--- src/rtl/jk_bank_pkg.sv ---
// Shared types for the JK bank command sequencer: command opcodes and FSM states.
package jk_bank_pkg;

    typedef enum logic [2:0] {
        OP_HOLD     = 3'd0,
        OP_CLEAR    = 3'd1,
        OP_SET      = 3'd2,
        OP_TOGGLE   = 3'd3,
        OP_COUNT_UP = 3'd4,
        OP_SHIFT_L  = 3'd5
    } op_t;

    typedef enum logic [1:0] {
        ST_IDLE = 2'd0,
        ST_EXEC = 2'd1,
        ST_DONE = 2'd2
    } state_t;

    // Codes 6 and 7 are reserved; they run as HOLD but flag an error.
    function automatic logic is_reserved(input logic [2:0] op);
        return (op > 3'd5);
    endfunction

endpackage

--- src/rtl/jk_op_decode.sv ---
// Combinational translation of (op, mask, bank state) into J/K drive for the bank.
module jk_op_decode
    import jk_bank_pkg::*;
#(
    parameter int WIDTH = 4
) (
    input  logic             enable,
    input  logic [2:0]       op,
    input  logic [WIDTH-1:0] mask,
    input  logic [WIDTH-1:0] q,
    output logic [WIDTH-1:0] j,
    output logic [WIDTH-1:0] k
);

    logic [WIDTH-1:0] shifted;
    logic             carry;

    assign shifted = {q[WIDTH-2:0], 1'b0};

    // The count carry only ripples through masked bits, so a partial mask
    // forms a counter out of just those flops.
    always_comb begin
        j     = '0;
        k     = '0;
        carry = 1'b1;
        for (int i = 0; i < WIDTH; i++) begin
            if (enable && mask[i]) begin
                case (op)
                    OP_CLEAR: begin
                        k[i] = 1'b1;
                    end
                    OP_SET: begin
                        j[i] = 1'b1;
                    end
                    OP_TOGGLE: begin
                        j[i] = 1'b1;
                        k[i] = 1'b1;
                    end
                    OP_COUNT_UP: begin
                        j[i] = carry;
                        k[i] = carry;
                    end
                    OP_SHIFT_L: begin
                        j[i] = shifted[i];
                        k[i] = ~shifted[i];
                    end
                    default: begin
                        j[i] = 1'b0;
                        k[i] = 1'b0;
                    end
                endcase
                carry = carry & q[i];
            end
        end
    end

endmodule

--- src/rtl/jk_bank_seq_ctrl.sv ---
// Command sequencer driving a bank of external JK flops; optional abort input
// is enabled by defining JK_BANK_SEQ_ABORT_EN.
module jk_bank_seq_ctrl
    import jk_bank_pkg::*;
#(
    parameter int WIDTH = 4,
    parameter int REP_W = 8
) (
    input  logic             clk,
    input  logic             rst,
    input  logic             cmd_valid,
    output logic             cmd_ready,
    input  logic [2:0]       cmd_op,
    input  logic [WIDTH-1:0] cmd_mask,
    input  logic [REP_W-1:0] cmd_rep,
    input  logic [WIDTH-1:0] q_in,
    output logic [WIDTH-1:0] j_out,
    output logic [WIDTH-1:0] k_out,
    output logic             busy,
    output logic             done,
    output logic             err
`ifdef JK_BANK_SEQ_ABORT_EN
    ,
    input  logic             abort,
    output logic             aborted
`endif
);

    state_t           state;
    logic [2:0]       op;
    logic [WIDTH-1:0] mask;
    logic [REP_W-1:0] remain;
    logic             abort_hit;
    logic             drive_en;

`ifdef JK_BANK_SEQ_ABORT_EN
    assign abort_hit = abort && (state == ST_EXEC);
`else
    assign abort_hit = 1'b0;
`endif

    // An aborting EXEC cycle must leave the bank untouched on its edge.
    assign drive_en = (state == ST_EXEC) && !abort_hit;

    jk_op_decode #(
        .WIDTH(WIDTH)
    ) u_decode (
        .enable(drive_en),
        .op    (op),
        .mask  (mask),
        .q     (q_in),
        .j     (j_out),
        .k     (k_out)
    );

    always_ff @(posedge clk) begin
        if (rst) begin
            state     <= ST_IDLE;
            op        <= OP_HOLD;
            mask      <= '0;
            remain    <= '0;
            cmd_ready <= 1'b1;
            busy      <= 1'b0;
            done      <= 1'b0;
            err       <= 1'b0;
`ifdef JK_BANK_SEQ_ABORT_EN
            aborted   <= 1'b0;
`endif
        end else begin
            done <= 1'b0;
`ifdef JK_BANK_SEQ_ABORT_EN
            aborted <= 1'b0;
`endif
            case (state)
                ST_IDLE: begin
                    if (cmd_valid) begin
                        state     <= ST_EXEC;
                        op        <= cmd_op;
                        mask      <= cmd_mask;
                        remain    <= cmd_rep;
                        cmd_ready <= 1'b0;
                        busy      <= 1'b1;
                        if (is_reserved(cmd_op)) begin
                            err <= 1'b1;
                        end
                    end
                end
                ST_EXEC: begin
                    if (abort_hit) begin
                        state <= ST_DONE;
                        done  <= 1'b1;
`ifdef JK_BANK_SEQ_ABORT_EN
                        aborted <= 1'b1;
`endif
                    end else if (remain == '0) begin
                        state <= ST_DONE;
                        done  <= 1'b1;
                    end else begin
                        remain <= remain - 1'b1;
                    end
                end
                ST_DONE: begin
                    state     <= ST_IDLE;
                    busy      <= 1'b0;
                    cmd_ready <= 1'b1;
                end
                default: begin
                    state     <= ST_IDLE;
                    busy      <= 1'b0;
                    cmd_ready <= 1'b1;
                end
            endcase
        end
    end

endmodule
--- config.mk ---
export PLATFORM = sky130hd
export DESIGN_NAME = jk_bank_seq_ctrl
export DESIGN_NICKNAME = d
export VERILOG_FILES = /design/src/rtl/jk_bank_pkg.sv /design/src/rtl/jk_op_decode.sv /design/src/rtl/jk_bank_seq_ctrl.sv
export SDC_FILE = /design/constraint.sdc
export NUM_CORES = 1
export LEC_CHECK = 0
export ABC_AREA = 1
export BUFFER_PORTS_ARGS = -buffer_cell sky130_fd_sc_hd__buf_2
export CAP_MARGIN = 20
export CORE_UTILIZATION = 45
export CTS_BUF_LIST = sky130_fd_sc_hd__clkbuf_16
export DETAILED_ROUTE_END_ITERATION = 7
export PLACE_DENSITY = 0.83
export REMOVE_ABC_BUFFERS = 1
export SYNTH_ARGS = -nofsm -noshare
export SYNTH_HDL_FRONTEND = slang
export SYNTH_SLANG_ARGS = --single-unit
--- constraint.sdc ---
create_clock -name clk -period 2.1 [get_ports clk]
set_input_delay 0.21 -clock clk [delete_from_list [all_inputs] [get_ports clk]]
set_output_delay 0.21 -clock clk [all_outputs]
set_load 0.05 [all_outputs]
==> results.toml, run 1 <==
[clocking]
root_buffer = "clkbuf_16"
cts_hold_buf = 0
tritoncts = "done"
clockBufferDepth = 2
clk_latency_ns = 0.25
h-tree-depth = 1
clkSinkCount = 21
path_clk_slew_ns = 0.06
cts_buffers = 3
ctsResizeCount = 0
cts_setup_buffers = 0

[outcome]
outcome = "finished, final reports clean"

[pwr]
internal_power_uw = 837
p_comb_share_pct = 30.5
ir_drop_uv = 475
p_seq_share_pct = 38.3
power.density_mw_per_mm2 = 887
pwr-share-clk_pct = 31.3
power_uw = 1280
power_leakage_uw = 0.000732
p_sw_share_pct = 34.6
power_switching_uw = 443

[logic_synthesis]
synth-simple-area-share_pct = 32.5
synthAdderAreaFrac_pct = 2.10
synth_area_sq_mm = 0.00119
netlist_instances = 182
synth_compound_area_share_pct = 19.1
synth_seq_cells = 21
synthMuxAreaShare_pct = 0
synth.avg_cell_area_sq_um = 6.54
synth_top_family_by_area = "simple AND/OR/NAND/NOR gates"
yosysWarnings = 0
ys_seq_area_share_pct = 35.3
synth_cell_type_count = 28
synth_xor_area_share_pct = 0

[worst_setup_path]
cp-end-kind = "output port"
start_kind = "flip-flop"
cp.arrival_ns = 1.70
critPathMaxFanout = 14
cp.required_ns = 1.89
critical_path_class = "reg2out"

[route]
ant_nets = 0
via_count = 1218
via_per_inst = 4.99
wl_per_cell_microns = 10.4
remaining_drc_errors = 0
wl_microns = 2530
drt-pass1-iter-count = 4
drt_iter0_drc = 21

[floorplan]
rows = 18
core-area_sq_mm = 0.00250
ios = 34
start_util_pct = 47.6
dieArea_sq_mm = 0.00286
die_w_microns = 53.5
fp.dieH_microns = 53.5

[sta]
worstMarginPinSlew_ns = 0.443
setup_tns_ns = 0
finalCriticalPeriod_ns = 1.91
slew_viol_final = 0
clock_skew_ns = 0.00174
fmax_mhz = 525
finalSetupViolations = 0
slew_headroom_pct = 70.4
fin_crit_sh_pct = 90.8
final-hold-violation-count = 0
rsz0062_at_grt = "false"

[finish]
syn_to_final_growth_pct = 21.1
multi_input_area_sq_um = 639
drive_gt1_share_pct = 25.7
ff_latch_area_sq_um = 420
fin_nets = 239
num_antenna_cells = 0
fillers = 264
final_cells = 244
fin_util_pct = 57.7

[worst_hold_path]
hp-class = "in2reg"

[grt]
grt_pass1_wl_microns = 4240
grt_use_total_pct = 20.7
grt_max_degree = 16
first_global_vias = 1001
antenna_found_initial = 0
grt.overflow.total = 0

[job]
cap_violations = 0

[placed_design]
gp_congestion = 0.822
post-dp-hpwl_microns = 1780
portBuffers = 32
placedCellCount = 240
[per-layer routing]
| metal | track usage (%) | wire length (microns) |
|---|---|---|
| met3 | 4.60 | 124 |
| met4 | 9.21 | 48 |
| met5 | 0 | 0 |
| met1 | 25.5 | 1170 |
| met2 | 34.0 | 1190 |
[sequential cells by signal, summed over array words and instances (netlist names)]
name,count
busy,1
cmd_ready,1
done,1
err,1
mask,4
op,3
remain,8
state,2
[stage by stage]
| step | setup slack, ns | hold slack (ns) | instance area, sq um |
|---|---|---|---|
| CTS | 0.193 | 0.178 | 1440 |
| finish | 0.194 | 0.177 | 1440 |
| global route | 0.0614 | 0.212 | 1440 |
| detailed placement | 0.474 | 0.436 | 1360 |
| global placement | 0.485 | 0.432 | 1360 |
| floorplan | 0.0820 | 0.279 | 1160 |
[cells by family after synthesis]
group / after synthesis
buffers and inverters: 31
adders and majority gates: 2
DFF: 21
and+or+nand+nor: 89
AOI/OAI and AO/OA: 39
[area by class of cell]
cell class | instances | area share, %
inverters | 26 | 6.76
clock inverters | 1 | 0.347
repair buffers | 33 | 11.6
flip-flops and latches | 21 | 29.1
multi-input cells | 130 | 44.3
clock buffers | 3 | 5.20
well taps | 30 | 2.60
[placed cells by master (no fill, tap or decap), drive strengths merged]
cell    instances
a31oi           1
nand4           1
a22o            1
nor2           29
o31ai           1
ha              2
o21a            1
nand2          46
a21boi          1
clkinv          1
or2             1
o21ba           1
nand3           9
nor3            1
buf            33
o21ai          17
nor4            2
inv            26
clkbuf          3
dfxtp          21
a21oi          16
[final timing paths]
path | slack, ns | to | start | depth (start not counted)
max reg2reg | 0.61 | remain[5]$_SDFFE_PP0P_ | remain[0]$_SDFFE_PP0P_ | 9
min | 0.18 | mask[2]$_SDFFE_PP0P_ | cmd_mask[2] | 3
min reg2reg | 0.44 | cmd_ready$_SDFFE_PP1P_ | cmd_ready$_SDFFE_PP1P_ | 2
max | 0.19 | j_out[2] | state[1]$_SDFFE_PP0P_ | 11
[cells in the mapped netlist]
master / n / area (sq um)
a21boi_0: 1 / 7.51
a21oi_1: 13 / 65.1
a21oi_2: 3 / 26.3
a22o_1: 1 / 8.76
a31oi_1: 1 / 6.26
buf_2: 3 / 15.0
buf_4: 1 / 7.51
buf_6: 1 / 11.3
dfxtp_1: 21 / 420
ha_1: 2 / 25.0
inv_1: 22 / 82.6
inv_2: 4 / 15.0
nand2_1: 43 / 161
nand2_2: 3 / 18.8
nand3_1: 9 / 45.0
nand4_1: 1 / 6.26
nor2_1: 24 / 90.1
nor2_2: 3 / 18.8
nor2_4: 2 / 22.5
nor3_1: 1 / 5.00
nor4_1: 2 / 12.5
o21a_1: 1 / 7.51
o21ai_0: 14 / 70.1
o21ai_1: 2 / 10.0
o21ai_2: 1 / 8.76
o21ba_2: 1 / 10.0
o31ai_1: 1 / 7.51
or2_2: 1 / 6.26
[worst max-delay path, cell delays in order, from the launching register on]
cell and delay [ns]:
dfxtp_1 0.34, inv_1 0.07, nand2_2 0.05, inv_2 0.19, nand2_1 0.12, nor2_1 0.19, nor2_4 0.06, nand2_1 0.07
nand3_1 0.06, nand2_1 0.06, inv_1 0.03, buf_2 0.20
[power groups by stage]
stage / combinational (uW) / clock (uW) / sequential [uW]
floorplan: 276 / 0 / 511
global placement: 381 / 0 / 496
detailed placement: 385 / 0 / 497
CTS: 390 / 412 / 489
global route: 444 / 426 / 496
finish: 390 / 400 / 489
(Power assumes the default switching activity.)
==> run 2, diff against run 1 <==
==> constraint.sdc (replaced) <==
create_clock -name clk -period 2 [get_ports clk]
set_input_delay 0.2 -clock clk [delete_from_list [all_inputs] [get_ports clk]]
set_output_delay 0.2 -clock clk [all_outputs]
set_load 0.05 [all_outputs]
==> results.toml, run 2 (synthesized netlist as in run 1, its figures left out) <==
[outcome]
outcome = "finished, final reports clean"

[clocking]
cts_setup_buffers = 0
clkSinkCount = 21
ctsResizeCount = 0
path_clk_slew_ns = 0.05
h-tree-depth = 1
cts_hold_buf = 0
root_buffer = "clkbuf_16"
tritoncts = "done"
clk_latency_ns = 0.25
cts_buffers = 3
clockBufferDepth = 2

[grt]
grt_max_degree = 16
antenna_found_initial = 0
grt_use_total_pct = 18.3
first_global_vias = 980
grt_pass1_wl_microns = 3820
grt.overflow.total = 0

[finish]
fin_nets = 239
largest_register = "remain"
reg_top3 = "remain: 8 flops, mask: 4 flops, op: 3 flops"
largest_reg_flops = 8
syn_to_final_growth_pct = 21.3
mostFrequentLayoutCells = "nand2_1 (43), buf_2 (32), nor2_1 (24)"
fin_util_pct = 57.8
layout_commonest_cell = "nand2_1"
drive_gt1_share_pct = 25.7
num_antenna_cells = 0

[route]
drt-pass1-iter-count = 4
via_per_inst = 4.88
wl_met2_microns = 1110
via_count = 1191
wl_microns = 2360
dr_wl_met3_microns = 97
remaining_drc_errors = 0
wl_per_cell_microns = 9.66
drt_iter0_drc = 38
met1_length_microns = 1130
highest_layer = "met4"
ant_nets = 0

[sta]
worstMarginPinSlew_ns = 0.410
finalCriticalPeriod_ns = 1.86
fmax_mhz = 537
finalSetupViolations = 0
final-hold-violation-count = 0
slew_headroom_pct = 72.6
clock_skew_ns = 0.00234
slew_viol_final = 0
fin_ws_ns = 0.139
rsz0062_at_grt = "false"
fin_crit_sh_pct = 93.0

[floorplan]
start_util_pct = 47.6
core-area_sq_mm = 0.00250
die_w_microns = 53.5
rows = 18
ios = 34
fp.dieH_microns = 53.5
dieArea_sq_mm = 0.00286

[pwr]
power.density_mw_per_mm2 = 919
ir_drop_uv = 743
power_leakage_uw = 0.000732

[worst_setup_path]
cp-end-kind = "output port"
start_kind = "flip-flop"
crit_chain = "inv_1 -> nand2_2 -> inv_4 -> nand2_1 -> nor2_1 -> nor2_4 -> nand3_1 -> a21oi_1 -> buf_2"
cpMaxStageDelayCell = "dfxtp_1"
slowest_delay_ns = 0.39
critical_path_class = "reg2out"
cp.required_ns = 1.80
cp.arrival_ns = 1.66
critPathMaxFanout = 14

[placed_design]
place_ws_ns = 0.374
portBuffers = 32
gp_congestion = 0.824
post-dp-hpwl_microns = 1820

[worst_hold_path]
hp-class = "in2reg"

[job]
cap_violations = 0
==> run 2: cell types whose count changed in the layout (fill, tap and decap cells not counted) <==
| cell | before | now |
|---|---|---|
| inv_2 | 4 | 3 |
| inv_4 | 0 | 1 |
==> run 2: worst paths after layout <==
path	start	endpoint	slack (ns)	cells past startpoint
hold reg to reg	cmd_ready$_SDFFE_PP1P_	cmd_ready$_SDFFE_PP1P_	0.44	2
setup / recovery	state[1]$_SDFFE_PP0P_	j_out[3]	0.14	9
hold / removal	cmd_mask[2]	mask[2]$_SDFFE_PP0P_	0.18	3
setup reg to reg	remain[0]$_SDFFE_PP0P_	remain[4]$_SDFFE_PP0P_	0.54	9
==> run 2: where the power goes <==
group / total, uW / internal (uW) / switching (uW)
Clock: 409 / 268 / 141
Combinational: 407 / 136 / 271
Sequential: 512 / 475 / 37.1
==> run 2: metrics by stage <==
| step | hold slack, ns | TNS, ns | cells | total power (uW) | instance area (sq um) |
|---|---|---|---|---|---|
| finish | 0.180 | 0 | 244 | 1330 | 1450 |
| detailed placement | 0.434 | 0 | 240 | 926 | 1360 |
| global route | 0.194 | 0 | 244 | 1430 | 1450 |
| CTS | 0.181 | 0 | 244 | 1340 | 1440 |
| global placement | 0.430 | 0 | 240 | 921 | 1360 |
| floorplan | 0.269 | -0.0160 | 177 | 827 | 1160 |
==> run 2: cell type report <==
type                       count  area, sq um
clock buffer                   3         75.1
clock inverter                 1         5.00
sequential                    21          420
multi-input combinational    130          639
tap                           30         37.5
inverter                      26          100
fill                         260         1050
timing repair buffer          33          168
==> run 2: critical path, delay by kind of cell (launching register included) <==
| kind | cells | cell delay [ns] |
|---|---|---|
| buf+inv | 3 | 0.42 |
| simple gates | 5 | 0.47 |
| compound gates | 1 | 0.13 |
| flops | 1 | 0.39 |
==> run 2: routing by layer <==
layer | track usage [%] | vias to the layer above
met3 | 2.59 | 2
li1 | - | 641
met4 | 6.58 | 0
met1 | 22.2 | 518
met2 | 32.1 | 30
met5 | 0 | -
==> run 3, diff against run 2 <==
--- a/config.mk
+++ b/config.mk
@@ -8,10 +8,13 @@
 export ABC_AREA = 1
 export BUFFER_PORTS_ARGS = -buffer_cell sky130_fd_sc_hd__buf_2
 export CAP_MARGIN = 20
-export CORE_UTILIZATION = 45
+export CELL_PAD_IN_SITES_DETAIL_PLACEMENT = 1
+export CELL_PAD_IN_SITES_GLOBAL_PLACEMENT = 2
+export CORE_UTILIZATION = 26
 export CTS_BUF_LIST = sky130_fd_sc_hd__clkbuf_16
+export CTS_CLUSTER_SIZE = 30
 export DETAILED_ROUTE_END_ITERATION = 7
-export PLACE_DENSITY = 0.83
+export PLACE_DENSITY = 0.89
 export REMOVE_ABC_BUFFERS = 1
 export SYNTH_ARGS = -nofsm -noshare
 export SYNTH_HDL_FRONTEND = slang
==> results.toml, run 3 (synthesized netlist as in run 1, its figures left out) <==
[finish]
fillers = 588
multi_input_area_sq_um = 642
reg_top3 = "remain: 8 flops, mask: 4 flops, op: 3 flops"
drive_gt1_share_pct = 26.6
syn_to_final_growth_pct = 24.4
layout_commonest_cell = "nand2_1"
num_antenna_cells = 0
largest_register = "remain"
largest_reg_flops = 8
final_cells = 266
fin_util_pct = 33.8
mostFrequentLayoutCells = "nand2_1 (43), buf_2 (30), nor2_1 (23)"
fin_nets = 239
ff_latch_area_sq_um = 422

[pwr]
ir_drop_uv = 317
power_switching_uw = 495
p_comb_share_pct = 30.8
power_uw = 1370
p_sw_share_pct = 36.0
pwr-share-clk_pct = 31.8
power_leakage_uw = 0.000731
p_seq_share_pct = 37.4
internal_power_uw = 880
power.density_mw_per_mm2 = 928

[sta]
finalCriticalPeriod_ns = 1.86
final-hold-violation-count = 0
fmax_mhz = 538
worstMarginPinSlew_ns = 0.466
setup_tns_ns = 0
rsz0062_at_grt = "false"
finalSetupViolations = 0
fin_crit_sh_pct = 92.9
clock_skew_ns = 0.00222
slew_headroom_pct = 68.9
slew_viol_final = 0

[grt]
first_global_vias = 1184
antenna_found_initial = 0
grt_pass1_wl_microns = 5350
grt.overflow.total = 0
grt_max_degree = 16
grt_use_total_pct = 13.7

[floorplan]
dieArea_sq_mm = 0.00486
ios = 34
rows = 24
start_util_pct = 27.2
fp.dieH_microns = 69.7
core-area_sq_mm = 0.00438
die_w_microns = 69.7

[clocking]
clockBufferDepth = 2
tritoncts = "done"
cts_setup_buffers = 0
root_buffer = "clkbuf_16"
cts_hold_buf = 0
cts_buffers = 3
clk_latency_ns = 0.26
h-tree-depth = 1
path_clk_slew_ns = 0.06
clkSinkCount = 21

[outcome]
outcome = "finished, final reports clean"

[route]
wl_per_cell_microns = 11.8
wl_microns = 3140
via_count = 1229
via_per_inst = 4.62
drt_iter0_drc = 31
remaining_drc_errors = 0
ant_nets = 0
drt-pass1-iter-count = 4

[worst_hold_path]
hp-class = "in2reg"

[placed_design]
gp_congestion = 0.769
placedCellCount = 262
post-dp-hpwl_microns = 2360
portBuffers = 32

[job]
cap_violations = 0

[worst_setup_path]
critical_path_class = "reg2out"
cp.arrival_ns = 1.66
cp-end-kind = "output port"
cp.required_ns = 1.80
start_kind = "flip-flop"
critPathMaxFanout = 14
run 3: cell count changes in the layout (fill, tap and decap cells not counted), sizes merged:
| cell | change |
|---|---|
| clkbuf | +1 |
| buf | -1 |
run 3: stage by stage:
stage / hold slack (ns) / area, sq um / setup WS (ns)
after floorplan: 0.269 / 1160 / -0.00800
after global placement: 0.430 / 1390 / 0.325
after detailed placement: 0.443 / 1390 / 0.292
after CTS: 0.178 / 1470 / 0.00677
after global routing: 0.193 / 1480 / 0.0320
final: 0.169 / 1480 / 0.141
run 3: final timing paths:
path	from	end	slack, ns	cells past startpoint
hold reg to reg	cmd_ready$_SDFFE_PP1P_	cmd_ready$_SDFFE_PP1P_	0.45	2
setup reg to reg	state[0]$_SDFFE_PP0P_	remain[5]$_SDFFE_PP0P_	0.50	9
hold / removal	cmd_mask[2]	mask[2]$_SDFFE_PP0P_	0.17	3
setup / recovery	state[1]$_SDFFE_PP0P_	k_out[2]	0.14	9
run 3: critical path, cell delays in order (launching register included):
cell     delay [ns]
dfxtp_2        0.36
inv_1          0.06
nand2_2        0.08
inv_4          0.08
nand2_1        0.12
nor2_2         0.06
nor2_4         0.12
nand2_1        0.08
a21oi_1        0.15
buf_2          0.28
run 3: area by class of cell:
class | count | share of cell area [%]
clock inverters | 1 | 0.338
flip-flops and latches | 21 | 28.5
repair buffers | 33 | 11.7
clock buffers | 3 | 5.07
well taps | 52 | 4.39
inverters | 26 | 6.76
multi-input cells | 130 | 43.3
run 3: timing repair:
item | CTS | global route
gates resized for setup | 1 | 5
cloned | 0 | 0
setup endpoints to repair | 1 | 6
run 3: metal layers:
layer | global-route usage, % | vias up | routed length (microns) | share of wire [%]
li1 | - | 644 | - | -
met1 | 17.7 | 553 | 1510 | 48
met2 | 22.9 | 27 | 1440 | 46
met3 | 1.74 | 5 | 129 | 4.1
met4 | 6.00 | 0 | 58 | 1.8
met5 | 0 | - | 0 | 0
run 3: power groups by stage:
stage	registers, uW	logic, uW	clock network [uW]
2_1_floorplan	537	290	0
3_3_place_gp	522	419	0
3_5_place_dp	523	422	0
4_1_cts	515	428	443
5_1_grt	523	480	464
6_report	515	423	437
